**src/rtl/waiting_ack_buffer.sv**
```systemverilog
// Retransmission store ahead of the tx buffer selector: offers each flit, holds it until acked,
// re-offers on timeout and drops after MAX_RETRY. Optional counters: WAITING_ACK_BUFFER_STATS_EN.

package types;
   typedef logic [31:0] flit_t;
endpackage

module waiting_ack_buffer_slot #(
   parameter int ID_WIDTH  = 8,
   parameter int TIMEOUT   = 256,
   parameter int MAX_RETRY = 3
)(
   input  logic                clk,
   input  logic                rst,
   input  logic                load,
   input  logic                send,
   input  types::flit_t        flit_in,
   input  logic [ID_WIDTH-1:0] flit_in_id,
   input  logic                ack_valid,
   input  logic [ID_WIDTH-1:0] ack_id,
   input  logic                drop_gnt,
   output logic                busy,
   output logic                pending,
   output logic                timeout,
   output logic                at_max,
   output logic                nxt_busy,
   output types::flit_t        flit,
   output logic [ID_WIDTH-1:0] id
);
   localparam int TW = $clog2(TIMEOUT);
   localparam int RW = (MAX_RETRY > 0) ? $clog2(MAX_RETRY + 1) : 1;

   typedef enum logic [1:0] {FREE, PENDING, WAITING} st_t;

   st_t           st, st_nxt;
   logic [TW-1:0] timer, timer_nxt;
   logic [RW-1:0] retry, retry_nxt;
   logic          ack_hit, expired;

   assign ack_hit  = ack_valid && (st != FREE) && (id == ack_id);
   assign expired  = (st == WAITING) && (timer == TW'(TIMEOUT - 1));
   assign timeout  = expired && !ack_hit;
   assign at_max   = (retry >= RW'(MAX_RETRY));
   assign busy     = (st != FREE);
   assign pending  = (st == PENDING);
   assign nxt_busy = (st_nxt != FREE);

   always_comb begin
      st_nxt    = st;
      timer_nxt = timer;
      retry_nxt = retry;
      case (st)
         FREE: if (load) begin
            st_nxt    = PENDING;
            timer_nxt = '0;
            retry_nxt = '0;
         end
         PENDING: if (ack_hit) begin
            st_nxt = FREE;
         end else if (send) begin
            st_nxt    = WAITING;
            timer_nxt = '0;
         end
         WAITING: if (ack_hit) begin
            st_nxt = FREE;
         end else if (expired) begin
            // an expired slot that loses drop arbitration parks at TIMEOUT-1
            if (!at_max) begin
               st_nxt    = PENDING;
               retry_nxt = retry + RW'(1);
            end else if (drop_gnt) begin
               st_nxt = FREE;
            end
         end else begin
            timer_nxt = timer + TW'(1);
         end
         default: st_nxt = FREE;
      endcase
   end

   always_ff @(posedge clk) begin
      if (rst) begin
         st    <= FREE;
         timer <= '0;
         retry <= '0;
         flit  <= '0;
         id    <= '0;
      end else begin
         st    <= st_nxt;
         timer <= timer_nxt;
         retry <= retry_nxt;
         if (load) begin
            flit <= flit_in;
            id   <= flit_in_id;
         end
      end
   end
endmodule

module waiting_ack_buffer #(
   parameter int DEPTH     = 4,
   parameter int ID_WIDTH  = 8,
   parameter int TIMEOUT   = 256,
   parameter int MAX_RETRY = 3
)(
   input  logic                     clk,
   input  logic                     rst,
   input  types::flit_t             flit_in,
   input  logic [ID_WIDTH-1:0]      flit_in_id,
   input  logic                     flit_in_valid,
   output logic                     flit_in_ready,
   output types::flit_t             flit_out,
   output logic                     flit_out_valid,
   input  logic                     flit_out_ready,
   input  logic                     ack_valid,
   input  logic [ID_WIDTH-1:0]      ack_id,
   output logic                     drop_valid,
   output logic [ID_WIDTH-1:0]      drop_id,
   output logic [$clog2(DEPTH):0]   occupancy
`ifdef WAITING_ACK_BUFFER_STATS_EN
   ,
   output logic [15:0]              retx_count,
   output logic [15:0]              drop_count
`endif
);
   localparam int IW = $clog2(DEPTH);

   logic [DEPTH-1:0]               busy, pending, timeout, at_max, nxt_busy;
   logic [DEPTH-1:0]               load, send, drop_req, drop_gnt;
   logic [DEPTH-1:0][ID_WIDTH-1:0] slot_id;
   types::flit_t [DEPTH-1:0]       slot_flit;
   logic [IW-1:0]                  acc_idx, off_idx, drp_idx;
   logic                           acc, snd, drp;
   logic [IW:0]                    occ_nxt;

   // descending scan so the lowest matching index wins
   always_comb begin
      acc_idx = '0;
      off_idx = '0;
      drp_idx = '0;
      for (int i = DEPTH - 1; i >= 0; i--) begin
         if (!busy[i])    acc_idx = IW'(i);
         if (pending[i])  off_idx = IW'(i);
         if (drop_req[i]) drp_idx = IW'(i);
      end
   end

   assign flit_in_ready  = ~&busy;
   assign acc            = flit_in_valid && flit_in_ready;
   assign flit_out_valid = |pending;
   assign flit_out       = flit_out_valid ? slot_flit[off_idx] : '0;
   assign snd            = flit_out_valid && flit_out_ready;
   assign drop_req       = timeout & at_max;
   assign drp            = |drop_req;

   for (genvar i = 0; i < DEPTH; i++) begin : g_slot
      assign load[i]     = acc && (acc_idx == IW'(i));
      assign send[i]     = snd && (off_idx == IW'(i));
      assign drop_gnt[i] = drp && (drp_idx == IW'(i));

      waiting_ack_buffer_slot #(
         .ID_WIDTH  (ID_WIDTH),
         .TIMEOUT   (TIMEOUT),
         .MAX_RETRY (MAX_RETRY)
      ) u_slot (
         .clk        (clk),
         .rst        (rst),
         .load       (load[i]),
         .send       (send[i]),
         .flit_in    (flit_in),
         .flit_in_id (flit_in_id),
         .ack_valid  (ack_valid),
         .ack_id     (ack_id),
         .drop_gnt   (drop_gnt[i]),
         .busy       (busy[i]),
         .pending    (pending[i]),
         .timeout    (timeout[i]),
         .at_max     (at_max[i]),
         .nxt_busy   (nxt_busy[i]),
         .flit       (slot_flit[i]),
         .id         (slot_id[i])
      );
   end

   always_comb begin
      occ_nxt = '0;
      for (int i = 0; i < DEPTH; i++)
         occ_nxt = occ_nxt + {{IW{1'b0}}, nxt_busy[i]};
   end

   always_ff @(posedge clk) begin
      if (rst) begin
         drop_valid <= 1'b0;
         drop_id    <= '0;
         occupancy  <= '0;
      end else begin
         drop_valid <= drp;
         drop_id    <= drp ? slot_id[drp_idx] : '0;
         occupancy  <= occ_nxt;
      end
   end

`ifdef WAITING_ACK_BUFFER_STATS_EN
   logic [DEPTH-1:0] retx;
   logic [15:0]      retx_nxt;

   assign retx = timeout & ~at_max;

   always_comb begin
      retx_nxt = retx_count;
      for (int i = 0; i < DEPTH; i++)
         if (retx[i] && retx_nxt != 16'hFFFF) retx_nxt = retx_nxt + 16'd1;
   end

   always_ff @(posedge clk) begin
      if (rst) begin
         retx_count <= '0;
         drop_count <= '0;
      end else begin
         retx_count <= retx_nxt;
         if (drp && drop_count != 16'hFFFF) drop_count <= drop_count + 16'd1;
      end
   end
`endif
endmodule
```
**config.mk**
```make
export PLATFORM = sky130hd
export DESIGN_NAME = waiting_ack_buffer
export DESIGN_NICKNAME = d
export VERILOG_FILES = /design/src/rtl/waiting_ack_buffer.sv
export SDC_FILE = /design/constraint.sdc
export NUM_CORES = 1
export LEC_CHECK = 0
export BUFFER_PORTS_ARGS = -buffer_cell sky130_fd_sc_hd__buf_2
export CORE_MARGIN = 5
export CORE_UTILIZATION = 46
export DETAILED_ROUTE_END_ITERATION = 16
export SYNTH_ARGS = -nofsm -noshare
export SYNTH_HDL_FRONTEND = slang
export SYNTH_SLANG_ARGS = --single-unit
```
**constraint.sdc**
```tcl
create_clock -name clk -period 4.2 [get_ports clk]
set_clock_uncertainty 0.1 [all_clocks]
set_input_delay 0.21 -clock clk [delete_from_list [all_inputs] [get_ports clk]]
set_output_delay 0.21 -clock clk [all_outputs]
set_load 0.03 [all_outputs]
```
==> impl_metrics.tcl, run 1 <==
set metrics [dict create \
    status "finished, final reports clean" \
    final_min_period_over_clock_period_pct 88.8 \
    maxCapViolations 0 \
    cts.repair.resized 0 \
    syn_avg_cell_area_um2 8.03 \
    maxSlewHeadroom_pct 37.4 \
    final.setup.tns_ns 0 \
    end_kind "output pin" \
    first_pass_grt_wire_length_um 47300 \
    initial_utilization_pct 46.7 \
    vias 9272 \
    largest_fanout_of_any_net_on_the_critical_path 18 \
    cell_type_with_the_largest_total_area_after_synthesis "sky130_fd_sc_hd__dfxtp_1" \
    cp.arrival_ns 3.42 \
    die-area_um2 25200 \
    path_class "flop to output pin" \
    cell_with_the_largest_stage_delay_on_the_worst_path "sky130_fd_sc_hd__a21boi_4" \
    critPathMaxStageDelay_ns 0.59 \
    dr.first_iter.drc_count 806 \
    tritoncts_num_sinks 220 \
    power_leakage_nw 4.37 \
    die-width_um 159 \
    hold_violations 0 \
    regArea_um2 4400 \
    power-per-cell-area_nw_per_um2 407 \
    cells_after_synthesis 1268 \
    finalWirelength_um 29200 \
    synth_seq_area_share_pct 43.2 \
    hp-class "input pin to flop" \
    internal_power_mw 3.64 \
    fmax_mhz 268 \
    pin_count 99 \
    vdd.ir_drop.worst_v 0.000273 \
    postLayoutCellArea_um2 12000 \
    net_switching_mw 1.24 \
    grt_setup_unrepaired "no" \
    first_global_vias 8847 \
    clk_pin_slew_worst_paths_ns 0.06 \
    worstPathRequired_ns 3.89 \
    io_buffer_count 98 \
    pwr-share-seq_pct 44.7 \
    area_growth_pct 18.0 \
    power.combinational.fraction_pct 10.3 \
    chipHeight_um 159 \
    yosys_register_bits 220 \
    cts_setup_buffers 0 \
    worst_path_dominant_cell_family "compound AO/OA/AOI/OAI gates" \
    placement_rows 54 \
    synth_top_cell_area_share_pct 43.2 \
    final_cell_mix "sky130_fd_sc_hd__nand2_1 (350), sky130_fd_sc_hd__dfxtp_1 (220), sky130_fd_sc_hd__a21oi_1 (189)" \
    insertion_delay_ns 0.54 \
    final_net_count 1420 \
    post_route_cells_drive_above_1_share_pct 16.8 \
    total_grt_overflow 0 \
    antenna_found_initial 1 \
    clock_tree_from_tritoncts "yes" \
    overall_fraction_of_global_route_tracks_in_use_pct 22.1 \
    synthArstFlopShare_pct 0 \
    design.core.area_um2 21800 \
    layout_commonest_cell "sky130_fd_sc_hd__nand2_1" \
    first_pass_iteration_count_of_the_detailed_router 8 \
    remaining_drc_errors 0 \
    filler_cell_count 2065 \
    cts_inserted_buffers 25 \
    period_needed_ns 3.73 \
    cell_chosen_for_the_clock_root "sky130_fd_sc_hd__clkbuf_16" \
    worst_setup_path_start_kind "flop" \
    cts_buffer_depth 3 \
    worst_pin_slew_ns 0.939 \
    timing.critical_path.buf_inv 2 \
    final_antenna_net_count 0 \
    critical_path.cell_chain "nand2b_1 -> nand2b_1 -> a21boi_4 -> buf_12 -> mux2_2 -> a222oi_1 -> nor2_1 -> buf_2" \
    place.detailed.hpwl_um 17400 \
    swShare_pct 25.4 \
    clock_power_share_pct 45.0 \
    count_of_cell_types_in_the_netlist 78 \
    final-max-slew-violation-count 0 \
    standard_cell_area_after_detailed_placement_um2 10800 \
    routedWlPerCell_um 17.7 \
    cpMostUsedCell "sky130_fd_sc_hd__nand2b_1" \
    pin_count_of_the_biggest_net_entering_global_routing 91 \
    multi_input_area_um2 5320 \
    cts-htree-levels 1 \
    yosys_warnings 0 \
    syn_nets 1332 \
    final_setup_viols 0 \
    gp_congestion 0.828 \
    synth_enable_flop_cells 0 \
    netlist_area_um2 10200 \
    average_via_count_per_standard_cell 5.61 \
    synthTopCellsByArea "sky130_fd_sc_hd__dfxtp_1 (43%), sky130_fd_sc_hd__nand2_1 (13%), sky130_fd_sc_hd__a21oi_1 (9.3%)" \
    dominantRegCellSynth "sky130_fd_sc_hd__dfxtp_1" \
]
-- logic make-up (layout without fill, tap and decap cells) --
family / count (synthesis) / after routing / share of synthesized area [%]
xor gates and xnor gates: 36 / 36 / 3.17
AOI/OAI and AO/OA: 308 / 308 / 19.5
and+or+nand+nor: 541 / 541 / 23.5
muxes: 39 / 39 / 4.24
buffers and inverters: 113 / 217 / 4.86
adders and majority gates: 11 / 11 / 1.43
DFF: 220 / 220 / 43.2
other: 0 / 1 / 0
-- sequential cells by signal, summed over array words and instances (netlist names) --
name and cells:
g_slot.u_slot.retry 8, g_slot.u_slot.st 8, drop_id 8, g_slot.u_slot.id 32
drop_valid 1, occupancy 3, g_slot.u_slot.flit 128, g_slot.u_slot.timer 32
-- power groups by stage --
stage	logic [mW]	clock network, mW	registers, mW
floorplan	0.322	0	2.23
global placement	0.469	0	2.23
detailed placement	0.471	0	2.23
CTS	0.502	2.24	2.19
global route	0.554	2.33	2.19
finish	0.502	2.20	2.19
-- metrics by stage --
| stage | worst slack, ns | power [mW] | util (%) | hold slack (ns) | instances |
|---|---|---|---|---|---|
| final | 0.472 | 4.89 | 55.1 | 0.0959 | 1653 |
| after global routing | 0.213 | 5.07 | 55.1 | 0.111 | 1653 |
| after CTS | 0.434 | 4.93 | 55.1 | 0.0736 | 1652 |
| after detailed placement | 0.745 | 2.70 | 49.5 | 0.345 | 1569 |
| after global placement | 0.737 | 2.70 | 49.5 | 0.338 | 1569 |
| after floorplan | 1.17 | 2.55 | - | 0.246 | 1268 |
-- what timing repair did --
action,in CTS,in global routing
setup endpoints to repair,0,0
hold buffers,40,0
endpoints found under the hold margin,160,0
-- synthesized netlist by cell type, drive strengths merged, types with 8 or more instances --
| cell | count |
|---|---|
| ha | 10 |
| o31ai | 10 |
| mux2 | 33 |
| buf | 21 |
| or3 | 18 |
| or4 | 8 |
| nor2 | 71 |
| nand2 | 350 |
| nand4 | 9 |
| nand3 | 22 |
| nor3 | 18 |
| a21oi | 191 |
| xnor2 | 33 |
| dfxtp | 220 |
| o21ai | 25 |
| clkbuf | 75 |
| nand2b | 10 |
| inv | 16 |
| a222oi | 32 |
-- worst paths after layout --
| path | startpoint | endpoint | slack (ns) | cells after the start |
|---|---|---|---|---|
| min reg2reg | g_slot[0].u_slot.flit[24] | g_slot[0].u_slot.flit[24] | 0.35 | 2 |
| max | g_slot[2].u_slot.st[1] | flit_out[10] | 0.47 | 8 |
| max reg2reg | g_slot[1].u_slot.st[1] | occupancy[1] | 0.67 | 10 |
| min | rst | g_slot[3].u_slot.flit[26] | 0.1 | 2 |
-- metal layers --
layer | routed length [um] | vias up | track usage [%]
met5 | 0 | - | 0
met4 | 493 | 0 | 4.50
met3 | 1630 | 39 | 3.01
met2 | 13800 | 249 | 37.2
met1 | 13300 | 4417 | 30.4
li1 | - | 4567 | -
-- final cells by class --
class	instances	area share, %
clock buffers	30	5.53
clock inverters	13	1.31
well taps	280	2.92
inverters	17	0.531
flip-flops and latches	220	36.6
repair buffers	157	8.76
multi-input cells	935	44.3
diodes	1	0.0208
(Power assumes the default switching activity.)
==> run 2: changes to the inputs <==
--- a/config.mk
+++ b/config.mk
@@ -5,6 +5,7 @@
 export SDC_FILE = /design/constraint.sdc
 export NUM_CORES = 1
 export LEC_CHECK = 0
+export ABC_AREA = 1
 export BUFFER_PORTS_ARGS = -buffer_cell sky130_fd_sc_hd__buf_2
 export CORE_MARGIN = 5
 export CORE_UTILIZATION = 46
==> impl_metrics.tcl, run 2 <==
set metrics [dict create \
    pin_count 99 \
    total_chip_power_mw 4.96 \
    insertion_delay_ns 0.53 \
    final_antenna_net_count 0 \
    final_setup_viols 0 \
    groute.layer.met2.usage_pct 38.7 \
    synth.cells.most_frequent "sky130_fd_sc_hd__nand2_1 (335), sky130_fd_sc_hd__nor2_1 (222), sky130_fd_sc_hd__dfxtp_1 (220), sky130_fd_sc_hd__a21oi_1 (144), sky130_fd_sc_hd__o21ai_0 (142)" \
    status "finished, final reports clean" \
    cts_inserted_buffers 25 \
    final_min_period_over_clock_period_pct 78.3 \
    synth_adder_area_share_pct 1.39 \
    worstPathRequired_ns 3.89 \
    cells_after_synthesis 1514 \
    largest_register "g_slot.u_slot.flit" \
    place.detailed.hpwl_um 18300 \
    grtUsageMet1_pct 29.9 \
    die-width_um 161 \
    cell_with_the_largest_stage_delay_on_the_worst_path "sky130_fd_sc_hd__nand3_1" \
    design.core.area_um2 22500 \
    synth_top_family_by_area "simple AND/OR/NAND/NOR gates" \
    minimum_hold_slack_ns 0.0769 \
    dominantRegCellSynth "sky130_fd_sc_hd__dfxtp_1" \
    synth_top_cell_area_share_pct 42.1 \
    critPathMaxStageDelay_ns 0.59 \
    dp_worst_setup_slack_ns 0.997 \
    antenna_found_initial 0 \
    dr.first_iter.drc_count 677 \
    hp-class "input pin to flop" \
    maxCapViolations 0 \
    cp.arrival_ns 2.98 \
    biggest_registers_after_layout "g_slot.u_slot.flit: 128 flops, g_slot.u_slot.id: 32 flops, g_slot.u_slot.timer: 32 flops" \
    first_pass_grt_wire_length_um 48800 \
    gp_congestion 0.848 \
    total_grt_overflow 0 \
    yosys_register_bits 220 \
    synth_enable_flop_cells 0 \
    syn_nets 1578 \
    end_kind "output pin" \
    placed_cells_incl_taps 1838 \
    cell_type_with_the_largest_total_area_after_synthesis "sky130_fd_sc_hd__dfxtp_1" \
    period_needed_ns 3.29 \
    routedWlPerCell_um 15.5 \
    hold_violations 0 \
    synthTopCellsByArea "sky130_fd_sc_hd__dfxtp_1 (42%), sky130_fd_sc_hd__nand2_1 (12%), sky130_fd_sc_hd__nor2_1 (8.0%)" \
    path_class "flop to output pin" \
    standard_cell_area_after_detailed_placement_um2 11200 \
    critical_path.cell_chain "inv_1 -> nand2_2 -> nand2_1 -> nand3_1 -> buf_4 -> o211ai_1 -> a31oi_1 -> buf_2" \
    cts_setup_buffers 0 \
    remaining_drc_errors 0 \
    synthMostInstantiatedCell "sky130_fd_sc_hd__nand2_1" \
    cts_buffer_depth 3 \
    final.setup.tns_ns 0 \
    overall_fraction_of_global_route_tracks_in_use_pct 22.5 \
    setup_ws_ns 0.910 \
    first_global_vias 9536 \
    fin_cells 1921 \
    final_net_count 1684 \
    vias 9999 \
    power_leakage_nw 4.79 \
    area_growth_pct 18.0 \
    post_route_cells_drive_above_1_share_pct 11.9 \
    postLayoutCellArea_um2 12300 \
    netlist_area_um2 10500 \
    antennaDiodeCount 0 \
    flip_flop_count_of_the_largest_register_after_layout 128 \
    die-area_um2 25900 \
    placement_rows 55 \
    pin_count_of_the_biggest_net_entering_global_routing 89 \
    count_of_cell_types_in_the_netlist 45 \
    average_via_count_per_standard_cell 5.21 \
    synth.mux.area_fraction_pct 0 \
    gr-max-usage-layer "met2" \
    io_buffer_count 98 \
    cts-htree-levels 1 \
    worst_setup_path_start_kind "flop" \
    post-route-util_pct 54.9 \
    yosys_warnings 0 \
    initial_utilization_pct 46.5 \
    synthArstFlopShare_pct 0 \
    layout_commonest_cell "sky130_fd_sc_hd__nand2_1" \
    clock_tree_from_tritoncts "yes" \
    final-max-slew-violation-count 0 \
    final_cell_mix "sky130_fd_sc_hd__nand2_1 (334), sky130_fd_sc_hd__nor2_1 (221), sky130_fd_sc_hd__dfxtp_1 (220)" \
    finalWirelength_um 29700 \
    power-per-cell-area_nw_per_um2 402 \
    post_synth_and_or_nand_nor_area_fraction_pct 27.9 \
    vdd.ir_drop.worst_v 0.000244 \
    first_pass_iteration_count_of_the_detailed_router 5 \
    tritoncts_num_sinks 220 \
    grt_setup_unrepaired "no" \
    maxSlewHeadroom_pct 22.5 \
    synth_seq_area_share_pct 42.1 \
    synth-xor-area-share_pct 2.43 \
    groute.layer.met3.usage_pct 3.10 \
    synth-compound-area-share_pct 18.9 \
    chipHeight_um 161 \
    largest_fanout_of_any_net_on_the_critical_path 19 \
    fmax_mhz 304 \
    cell_chosen_for_the_clock_root "sky130_fd_sc_hd__clkbuf_16" \
    clk_pin_slew_worst_paths_ns 0.06 \
    syn_avg_cell_area_um2 6.91 \
    worst_pin_slew_ns 1.16 \
]
## run 2: cell count changes after synthesis, moves of 32 or more
cell                       previous run  this run
sky130_fd_sc_hd__a222oi_1            32         0
sky130_fd_sc_hd__inv_1               16       111
sky130_fd_sc_hd__mux2_2              33         0
sky130_fd_sc_hd__nand3_1             20        72
sky130_fd_sc_hd__nor2_1              71       222
sky130_fd_sc_hd__a21oi_1            189       144
sky130_fd_sc_hd__o21ai_0             22       142
## run 2: what timing repair did
| item | CTS | global route |
|---|---|---|
| hold buffers | 40 | 0 |
| resized for setup | 0 | 0 |
| hold endpoints to repair | 160 | 0 |
## run 2: worst paths after layout
check                                 start                         to  slack (ns)  depth (start not counted)
hold reg to reg   g_slot[1].u_slot.flit[12]  g_slot[1].u_slot.flit[12]        0.35                          2
setup reg to reg  g_slot[0].u_slot.timer[0]               occupancy[1]        1.01                         18
setup / recovery     g_slot[2].u_slot.st[1]               flit_out[16]        0.91                          8
hold / removal               flit_out_ready     g_slot[2].u_slot.st[1]        0.08                          5
## run 2: cell type report
class,instances,area (um^2)
clock buffer,36,717
clock inverter,7,75.1
multi-input combinational,1097,5320
tap,285,357
sequential,220,4400
fill,2258,10200
inverter,120,453
timing repair buffer,156,1030
## run 2: worst max-delay path, delay by kind of cell (launching register included)
family,cells,cell delay [ns]
AO/OA/AOI/OAI,2,0.39
AND/OR/NAND/NOR,3,0.83
flip-flops,1,0.42
buffers and inverters,3,0.81
## run 2: metal layers
layer  wire [um]  vias up
met3        1430       41
met5           0        -
li1            -     5181
met4         671        0
met1       13700     4576
met2       13900      201
## run 2: kinds of logic after synthesis
| group | Yosys count |
|---|---|
| adders and majority gates | 11 |
| AOI/OAI and AO/OA | 366 |
| and+or+nand+nor | 691 |
| DFF | 220 |
| buffers and inverters | 197 |
| xor gates and xnor gates | 29 |
## run 2: power by group
group          switching [mW]  total (mW)  internal [mW]
sequential             0.0394        2.21           2.18
clock                   0.864        2.11           1.25
combinational           0.429       0.640          0.211
==> run 3: changes to the inputs <==
==> constraint.sdc (replaced) <==
create_clock -name clk -period 3.32 [get_ports clk]
set_clock_uncertainty 0.1 [all_clocks]
set_input_delay 0.166 -clock clk [delete_from_list [all_inputs] [get_ports clk]]
set_output_delay 0.166 -clock clk [all_outputs]
set_load 0.03 [all_outputs]
==> impl_metrics.tcl, run 3 (synthesis results as in run 2) <==
set metrics [dict create \
    tritoncts_num_sinks 220 \
    final_setup_viols 0 \
    filler_cell_count 2269 \
    worstReg2RegEnd "occupancy[1]" \
    pin_count 99 \
    worst_setup_path_start_kind "flop" \
    critPathMaxStageDelay_ns 0.42 \
    maxCapViolations 0 \
    place.detailed.hpwl_um 18300 \
    grt_setup_unrepaired "no" \
    post_route_cells_drive_above_1_share_pct 12.3 \
    gp_congestion 0.871 \
    final_min_period_over_clock_period_pct 89.6 \
    cts_buffer_depth 3 \
    final_antenna_net_count 0 \
    overall_fraction_of_global_route_tracks_in_use_pct 22.3 \
    dr.first_iter.drc_count 641 \
    antennaDiodeCount 0 \
    first_global_vias 9467 \
    design.core.area_um2 22500 \
    worstPathRequired_ns 3.60 \
    power-per-cell-area_nw_per_um2 520 \
    flip_flop_count_of_the_largest_register_after_layout 128 \
    m1WireLength_um 13300 \
    multi_input_area_um2 5320 \
    remaining_drc_errors 0 \
    area_growth_pct 19.2 \
    route.top_layer_used "met4" \
    final_net_count 1690 \
    cell_with_the_largest_stage_delay_on_the_worst_path "sky130_fd_sc_hd__fa_1" \
    period_needed_ns 2.98 \
    initial_utilization_pct 46.5 \
    layout_commonest_cell "sky130_fd_sc_hd__nand2_1" \
    chipHeight_um 161 \
    minimum_hold_slack_ns 0.0261 \
    antenna_found_initial 0 \
    clock_tree_from_tritoncts "yes" \
    min_delay_worst_endpoint "g_slot[1].u_slot.st[1]" \
    worst_r2r_path_depth 18 \
    largest_fanout_of_any_net_on_the_critical_path 4 \
    die-width_um 161 \
    cpMostUsedCell "sky130_fd_sc_hd__nand2_1" \
    hp-class "input pin to flop" \
    detailroute.wirelength.met3_um 1480 \
    placement_rows 55 \
    end_kind "flop" \
    biggest_registers_after_layout "g_slot.u_slot.flit: 128 flops, g_slot.u_slot.id: 32 flops, g_slot.u_slot.timer: 32 flops" \
    average_via_count_per_standard_cell 5.19 \
    met2_length_um 13800 \
    power_leakage_nw 4.85 \
    critical_path.cell_chain "ha_1 -> nand2_1 -> inv_1 -> nand3b_1 -> nor2_2 -> nand2_2 -> nor2_1 -> nand2_1 -> nand3_1 -> nor2_1 -> o21ai_0 -> nand2_1 -> nand2_1 -> fa_1 -> ha_1 -> ha_1 -> inv_1 -> nor2_1" \
    pin_count_of_the_biggest_net_entering_global_routing 74 \
    hold_path.startpoint "flit_out_ready" \
    total_grt_overflow 0 \
    path_class "flop to flop" \
    total_chip_power_mw 6.49 \
    cts-htree-levels 1 \
    die-area_um2 25900 \
    vias 10000 \
    hold_violations 0 \
    first_pass_grt_wire_length_um 48400 \
    first_pass_iteration_count_of_the_detailed_router 5 \
    routedWlPerCell_um 15.2 \
    setup_ws_ns 0.344 \
    insertion_delay_ns 0.52 \
    cell_chosen_for_the_clock_root "sky130_fd_sc_hd__clkbuf_16" \
    final-max-slew-violation-count 0 \
    timing.rr.start "g_slot[0].u_slot.timer[0]" \
    cp.arrival_ns 3.26 \
    regArea_um2 4400 \
    worst_pin_slew_ns 0.884 \
    maxSlewHeadroom_pct 41.1 \
    timing.reg2reg.setup_slack_ns 0.34 \
    clk_pin_slew_worst_paths_ns 0.06 \
    largest_register "g_slot.u_slot.flit" \
    fmax_mhz 336 \
    post-route-util_pct 55.5 \
    finalWirelength_um 29400 \
    io_buffer_count 98 \
    cts_inserted_buffers 25 \
    hold_depth 5 \
    dp_worst_setup_slack_ns 0.291 \
    final.setup.tns_ns 0 \
    status "finished, final reports clean" \
    vdd.ir_drop.worst_v 0.000338 \
    final_cell_mix "sky130_fd_sc_hd__nand2_1 (333), sky130_fd_sc_hd__nor2_1 (220), sky130_fd_sc_hd__dfxtp_1 (220)" \
]
==> run 3: cell count changes in the layout (fill, tap and decap cells not counted), sizes merged <==
cell	change
buf	+5
dlygate4sd3	+1
clkinv	-1
clkbuf	+1
bufinv	+3
==> run 3: repair_timing <==
action / CTS / global route
gates resized for setup: 0 / 3
hold buffers: 41 / 0
hold endpoints to repair: 161 / 0
endpoints found under the setup margin: 0 / 2
setup buffers: 0 / 0
==> run 3: routing by layer <==
layer	vias up	GRT usage, %
met5	-	0
met4	0	5.74
met3	42	3.52
met2	206	38.4
met1	4574	29.3
li1	5201	-
==> run 3: area by class of cell <==
type | instances | share of cell area, %
clock buffer | 37 | 5.69
multi-input combinational | 1097 | 42.6
clock inverter | 9 | 1.19
sequential | 220 | 35.3
timing repair buffer | 162 | 8.70
inverter | 120 | 3.63
tap | 285 | 2.86
==> run 3: power by group <==
part / leakage (nW) / switching, mW / internal [mW]
clock network: 0.423 / 1.09 / 1.79
registers: 1.79 / 0.0501 / 2.75
logic: 2.64 / 0.537 / 0.269
total: 4.85 / 1.68 / 4.81
==> run 3: worst max path at each step <==
| stage | start | endpoint | slack (ns) | cells past startpoint |
|---|---|---|---|---|
| after CTS | g_slot[0].u_slot.timer[0] | occupancy[1] | 0.28 | 18 |
| final | g_slot[0].u_slot.timer[0] | occupancy[1] | 0.34 | 18 |
| after floorplan | g_slot[0].u_slot.timer[0] | occupancy[1] | 0.50 | 18 |
| after global routing | g_slot[0].u_slot.timer[0] | occupancy[1] | 0.02 | 18 |
| after detailed placement | g_slot[0].u_slot.timer[0] | occupancy[1] | 0.29 | 18 |
| after global placement | g_slot[0].u_slot.timer[0] | occupancy[1] | 0.33 | 18 |
==> run 3: worst max-delay path: cells and delay by family (launching register included) <==
kind,cells,cell delay (ns)
adders and majority gates,4,1.09
and+or+nand+nor,11,1.05
AOI/OAI and AO/OA,1,0.13
DFF,1,0.36
buffers and inverters,2,0.11
==> run 3: stage by stage <==
step	cells	instance area [um^2]
2_1_floorplan	1514	10500
3_3_place_gp	1843	11200
3_5_place_dp	1843	11200
4_1_cts	1930	12500
5_1_grt	1930	12500
6_report	1930	12500
